**src/rtl/detector_readout_sequencer.sv**
```systemverilog
// detector_readout_sequencer
//
// Detector readout controller. Arms on the first non-zero detector word,
// ORs the detector bus over a programmable coincidence window, timestamps
// the event and delivers it as one AXI4-Stream beat. A programmable dead
// time follows every delivered event.
//
// Ports
//   aclk, aresetn      clock (rising edge) and asynchronous active-low reset
//   enable             run enable
//   cfg_window         window length W, window spans W+2 detector samples
//   cfg_dead           dead time D, dead state lasts D+1 cycles
//   din                detector hit bus, any set bit is a hit
//   m_axis_tdata       {timestamp, accumulated hits}
//   m_axis_tvalid      event beat valid
//   m_axis_tready      downstream ready
//   busy               high in WINDOW, SEND, DEAD
//   lost_cnt           saturating count of hit cycles ignored in SEND/DEAD
//
// Build option
//   DETECTOR_SEQ_LOST_CNT_EN  defined: lost_cnt implemented;
//                             undefined: lost_cnt tied to zero.
//
// state  | meaning
// IDLE   | disabled, waiting for enable
// ARMED  | waiting for first non-zero detector word
// WINDOW | accumulating hits, counting window samples
// SEND   | event beat presented, waiting for handshake
// DEAD   | dead time after delivery, hits are counted as lost

module detector_readout_sequencer #(
    parameter int DATA_WIDTH = 66,
    parameter int TS_WIDTH   = 32,
    parameter int CNTR_WIDTH = 8
) (
    input  logic                           aclk,
    input  logic                           aresetn,
    input  logic                           enable,
    input  logic [CNTR_WIDTH-1:0]          cfg_window,
    input  logic [CNTR_WIDTH-1:0]          cfg_dead,
    input  logic [DATA_WIDTH-1:0]          din,
    output logic [TS_WIDTH+DATA_WIDTH-1:0] m_axis_tdata,
    output logic                           m_axis_tvalid,
    input  logic                           m_axis_tready,
    output logic                           busy,
    output logic [15:0]                    lost_cnt
);

    typedef enum logic [2:0] {
        S_IDLE   = 3'd0,
        S_ARMED  = 3'd1,
        S_WINDOW = 3'd2,
        S_SEND   = 3'd3,
        S_DEAD   = 3'd4
    } state_t;

    state_t                  state_q, state_d;
    logic [TS_WIDTH-1:0]     ts_q, ts_d;
    logic [TS_WIDTH-1:0]     ts_reg_q, ts_reg_d;
    logic [DATA_WIDTH-1:0]   data_q, data_d;
    logic [CNTR_WIDTH-1:0]   cntr_q, cntr_d;
    logic                    tvalid_q, tvalid_d;
    logic                    busy_q, busy_d;
    logic                    hit;

    assign hit = |din;

    always_comb begin
        state_d  = state_q;
        ts_d     = ts_q + TS_WIDTH'(1);
        ts_reg_d = ts_reg_q;
        data_d   = data_q;
        cntr_d   = cntr_q;
        unique case (state_q)
            S_IDLE: begin
                if (enable) state_d = S_ARMED;
            end
            S_ARMED: begin
                if (!enable) begin
                    state_d = S_IDLE;
                end else if (hit) begin
                    data_d   = din;
                    ts_reg_d = ts_q;
                    cntr_d   = '0;
                    state_d  = S_WINDOW;
                end
            end
            S_WINDOW: begin
                data_d = data_q | din;
                cntr_d = cntr_q + CNTR_WIDTH'(1);
                // compare on the pre-increment value so W = max never needs the wrapped count
                if (cntr_q >= cfg_window) state_d = S_SEND;
            end
            S_SEND: begin
                if (m_axis_tready) begin
                    cntr_d  = '0;
                    state_d = S_DEAD;
                end
            end
            S_DEAD: begin
                cntr_d = cntr_q + CNTR_WIDTH'(1);
                if (cntr_q >= cfg_dead) state_d = enable ? S_ARMED : S_IDLE;
            end
            default: state_d = S_IDLE;
        endcase
        // outputs are registered from the next state so they are flop outputs
        tvalid_d = (state_d == S_SEND);
        busy_d   = (state_d == S_WINDOW) || (state_d == S_SEND) || (state_d == S_DEAD);
    end

    always_ff @(posedge aclk or negedge aresetn) begin
        if (!aresetn) begin
            state_q  <= S_IDLE;
            ts_q     <= '0;
            ts_reg_q <= '0;
            data_q   <= '0;
            cntr_q   <= '0;
            tvalid_q <= 1'b0;
            busy_q   <= 1'b0;
        end else begin
            state_q  <= state_d;
            ts_q     <= ts_d;
            ts_reg_q <= ts_reg_d;
            data_q   <= data_d;
            cntr_q   <= cntr_d;
            tvalid_q <= tvalid_d;
            busy_q   <= busy_d;
        end
    end

    assign m_axis_tdata  = {ts_reg_q, data_q};
    assign m_axis_tvalid = tvalid_q;
    assign busy          = busy_q;

`ifdef DETECTOR_SEQ_LOST_CNT_EN
    logic [15:0] lost_q, lost_d;

    always_comb begin
        lost_d = lost_q;
        if (((state_q == S_SEND) || (state_q == S_DEAD)) && hit && (lost_q != 16'hFFFF)) begin
            lost_d = lost_q + 16'd1;
        end
    end

    always_ff @(posedge aclk or negedge aresetn) begin
        if (!aresetn) begin
            lost_q <= '0;
        end else begin
            lost_q <= lost_d;
        end
    end

    assign lost_cnt = lost_q;
`else
    assign lost_cnt = 16'd0;
`endif

endmodule

```
**config.mk**
```make
export PLATFORM = sky130hd
export DESIGN_NAME = detector_readout_sequencer
export DESIGN_NICKNAME = d
export VERILOG_FILES = /design/src/rtl/detector_readout_sequencer.sv
export SDC_FILE = /design/constraint.sdc
export NUM_CORES = 1
export LEC_CHECK = 0
export BUFFER_PORTS_ARGS = -buffer_cell sky130_fd_sc_hd__buf_2
export CORE_AREA = 2 2 114 116
export CTS_CLUSTER_DIAMETER = 30
export CTS_CLUSTER_SIZE = 24
export DETAILED_ROUTE_END_ITERATION = 6
export DIE_AREA = 0 0 116 118
export PLACE_DENSITY = 0.79
export RECOVER_POWER = 25
export SYNTH_ARGS = -nofsm -noshare
export SYNTH_HDL_FRONTEND = slang
export SYNTH_SLANG_ARGS = --single-unit
export TNS_END_PERCENT = 10
```
**constraint.sdc**
```tcl
create_clock -name aclk -period 2.8 [get_ports aclk]
set_clock_uncertainty 0.1 [all_clocks]
set_input_delay 0.28 -clock aclk [delete_from_list [all_inputs] [get_ports aclk]]
set_output_delay 0.28 -clock aclk [all_outputs]
set_load 0.05 [all_outputs]
```
==> summary.md <==
| Metric | Value |
|---|---|
| Slew HR | 10.81% |
| Worst skew pair latency | 410 ps |
| Wire length of the first global-routing pass | 24.85 mm |
| Number of global-route vias before repair | 5008 |
| Type of the tightest min-delay check | input pin to flip-flop |
| Drt wl/cell | 17.63 microns |
| Htree depth | 4 |
| Pwr dens | 1104 nW/um^2 |
| IO Pins | 202 |
| Slowest cell delay on critical path | 550 ps |
| Maximum vdd drop | 0.9755 mV |
| Asr flop ratio synth | 100.0% |
| Crit end category | flip-flop |
| Worst Path Arrival | 2760 ps |
| CTS buffer count | 17 |
| DRC viols | 0 |
| CP most frequent cell | buf_4 |
| GP Congestion | 0.8540 |
| Final global-route overflow total | 0 |
| Clk sinks | 143 |
| Largest cells by area after synthesis | dfrtp_1 (58%), a22o_1 (9.3%), mux2_2 (5.4%) |
| Max-slew violations | 0 |
| CP max stage cell | dlygate4sd3_1 |
| Sum Neg Setup Slack | 0 ps |
| Syn avg cell area | 12.71 sq um |
| Synthesized netlist cell count | 489 |
| Seq/Total Area, Yosys | 57.59% |
| Max clock buf depth | 2 |
| Total wire length | 15.83 mm |
| Final Critical Period | 2574 ps |
| Largest area contributor in the netlist | dfrtp_1 |
| Syn-to-layout area delta | 32.72% |
| Status | finished clean |
| Antenna Cells | 0 |
| Post-synth top area share | 57.59% |
| Final Util | 66.43% |
| Maximum clock frequency | 388.5 MHz |
| P_leak | 4.116 nW |
| Main synth FF type | dfrtp_1 |
| Num rows | 41 |
| Port bufs | 185 |
| Vias per cell | 5.467 |
| RSZ-0062 raised after global routing | no |
| Syn. warnings | 0 |
| Die Y | 118 microns |
| Initial drt markers | 279 |
| WP data required | 2990 ps |
| Synth cell types | 42 |
| Mapped Area | 6213 sq um |
| ANT nets after route | 0 |
| Core area | 12410 sq um |
| Crit-path max FO | 14 |
| Largest net degree at the start of global routing | 67 |
| 1st-pass router iterations | 4 |
| CP delay by family, top | buffers and inverters |
| Critical path class | input pin to flip-flop |
| DIE WIDTH | 116 microns |
| Clock slew at reported path FFs | 60 ps |
| EDFF count, synth | 0 |
| Final hold violations | 0 |
| Initial Utilization | 50.05% |
| Detailed Place HPWL | 10.59 mm |
| Share of post-route cells with drive strength above 1 | 35.67% |
| Vias | 4909 |
| Final setup vio count | 0 |
| CP Buf/Inv Count | 4 |
| TritonCTS clock tree | done |
| Initial antenna violation count | 0 |
| NumNets Final | 817 |
| Cell Chain, Critical Path | dlygate4sd3_1 > buf_2 > nor4_1 > buf_4 > nand4_1 > or3_4 > o21ai_4 > buf_4 > mux2_2 |
| Root Buffer | clkbuf_16 |
| Die area | 13690 sq um |
| Worst Setup Start Kind | input pin |
| GRT Overall Usage | 23.25% |
| #FFs+latches synth | 143 |
| Max_cap viols | 0 |
| Post-CTS setup buffer count | 0 |
| Worst-margin pin slew | 1338 ps |
| Final period util | 91.92% |
-- timing repair --
action                     CTS  global route
setup endpoints to repair    0            16
hold endpoints to repair    84             3
hold buffers                31             3
gates resized for setup      0             2
-- worst paths after layout --
kind	start	to	slack [ps]	cells after the start
min in group asynchronous	aresetn	data_q[21]	620	2
min reg2reg	ts_q[31]	ts_q[31]	370	1
max	din[64]	ts_reg_q[28]	230	9
max in group asynchronous	aresetn	ts_reg_q[27]	930	3
max reg2reg	cntr_q[5]	state_q[0]	540	7
min	din[43]	data_q[43]	10	2
-- state kept, by name, indices dropped and copies added, names as in the netlist --
name           count
state_q            3
cntr_q             8
m_axis_tvalid      1
data_q            66
ts_reg_q          32
busy               1
ts_q              32
-- stage by stage --
| step | setup WS, ps | cells | hold WS [ps] | area [sq um] | total power, W |
|---|---|---|---|---|---|
| 6_report | 226.3 | 898 | 12.73 | 8247 | 0.009102 |
| 5_1_grt | 50.61 | 898 | 1.091 | 8247 | 0.009471 |
| 4_1_cts | 140.0 | 894 | 1.091 | 8184 | 0.009078 |
| 3_5_place_dp | 289.5 | 831 | 163.1 | 7249 | 0.006650 |
| 3_3_place_gp | 376.8 | 831 | 157.9 | 7249 | 0.006561 |
| 2_1_floorplan | 714.3 | 504 | -115.6 | 6270 | 0.005820 |
-- synth_stat cells, types with 5 or more instances --
master,n
dfrtp_1,143
a22o_1,66
mux2_2,30
buf_4,27
xnor2_1,22
inv_1,21
nand3_1,19
ha_1,18
nor4_1,17
nand2_1,16
and3_1,11
nand4_1,10
nor2_1,8
xor2_1,8
a211o_1,7
nand2b_1,7
a21o_1,6
nor3_1,6
o21ai_0,6
buf_6,5
-- report_power, final --
group,internal [W],switching (W)
clock,0.00154,0.000835
sequential,0.00259,0.000355
combinational,0.00111,0.00267
total,0.00524,0.00386
-- cell usage in the layout, fill, tap and decap left out, types with 4 or more instances in the layout --
cell type and count:
a22o_1 66, nand2_1 16, dlygate4sd3_1 34, o21ai_0 6
a211o_1 7, nand3_1 19, a21o_1 6, and3_1 11
xor2_1 8, nor2_1 8, buf_2 184, nor3_1 6
xnor2_1 22, ha_1 18, dfrtp_1 143, bufinv_16 4
nand2b_1 7, nand4_1 10, inv_1 21, nor4_1 16
mux2_2 30, conb_1 16, a21oi_1 4, clkbuf_16 18
-- logic make-up (layout without fill, tap and decap cells) --
group           Yosys count  after routing  share of synthesized area (%)
compound gates           96             96                          12.95
fa+ha+maj                18             18                          3.625
flops                   143            143                          57.59
xor+xnor                 30             30                          4.229
other cells               1             16                        0.06035
simple gates            112            112                          10.13
mux                      31             31                          5.618
buf+inv                  58            280                          5.799
-- final cells by class --
| class | count | area (sq um) |
|---|---|---|
| Fill cell | 934 | 4168 |
| Sequential cell | 143 | 3578 |
| Multi-Input combinational cell | 303 | 2349 |
| Timing Repair Buffer | 227 | 1401 |
| Clock buffer | 22 | 464.2 |
| Tap cell | 172 | 215.2 |
| Clock inverter | 10 | 160.2 |
| Inverter | 21 | 78.83 |
-- worst register-to-register path, cell delays in order, from the launching register on --
cell	delay (ps)
dfrtp_1	470
ha_1	330
a21o_1	180
a21o_1	170
a211o_1	300
a211oi_1	220
nor3b_1	110
a221o_1	270
-- routing by layer --
layer,wire [microns],GRT usage (%),part of all wire [%],up-vias
met5,0,0,0,-
met4,560,11.83,3.5,0
met3,908,6.437,5.7,51
met2,8148,37.28,51,216
met1,6216,28.56,39,2435
li1,-,-,-,2207
Note: power is estimated with default switching activity, not from simulation.
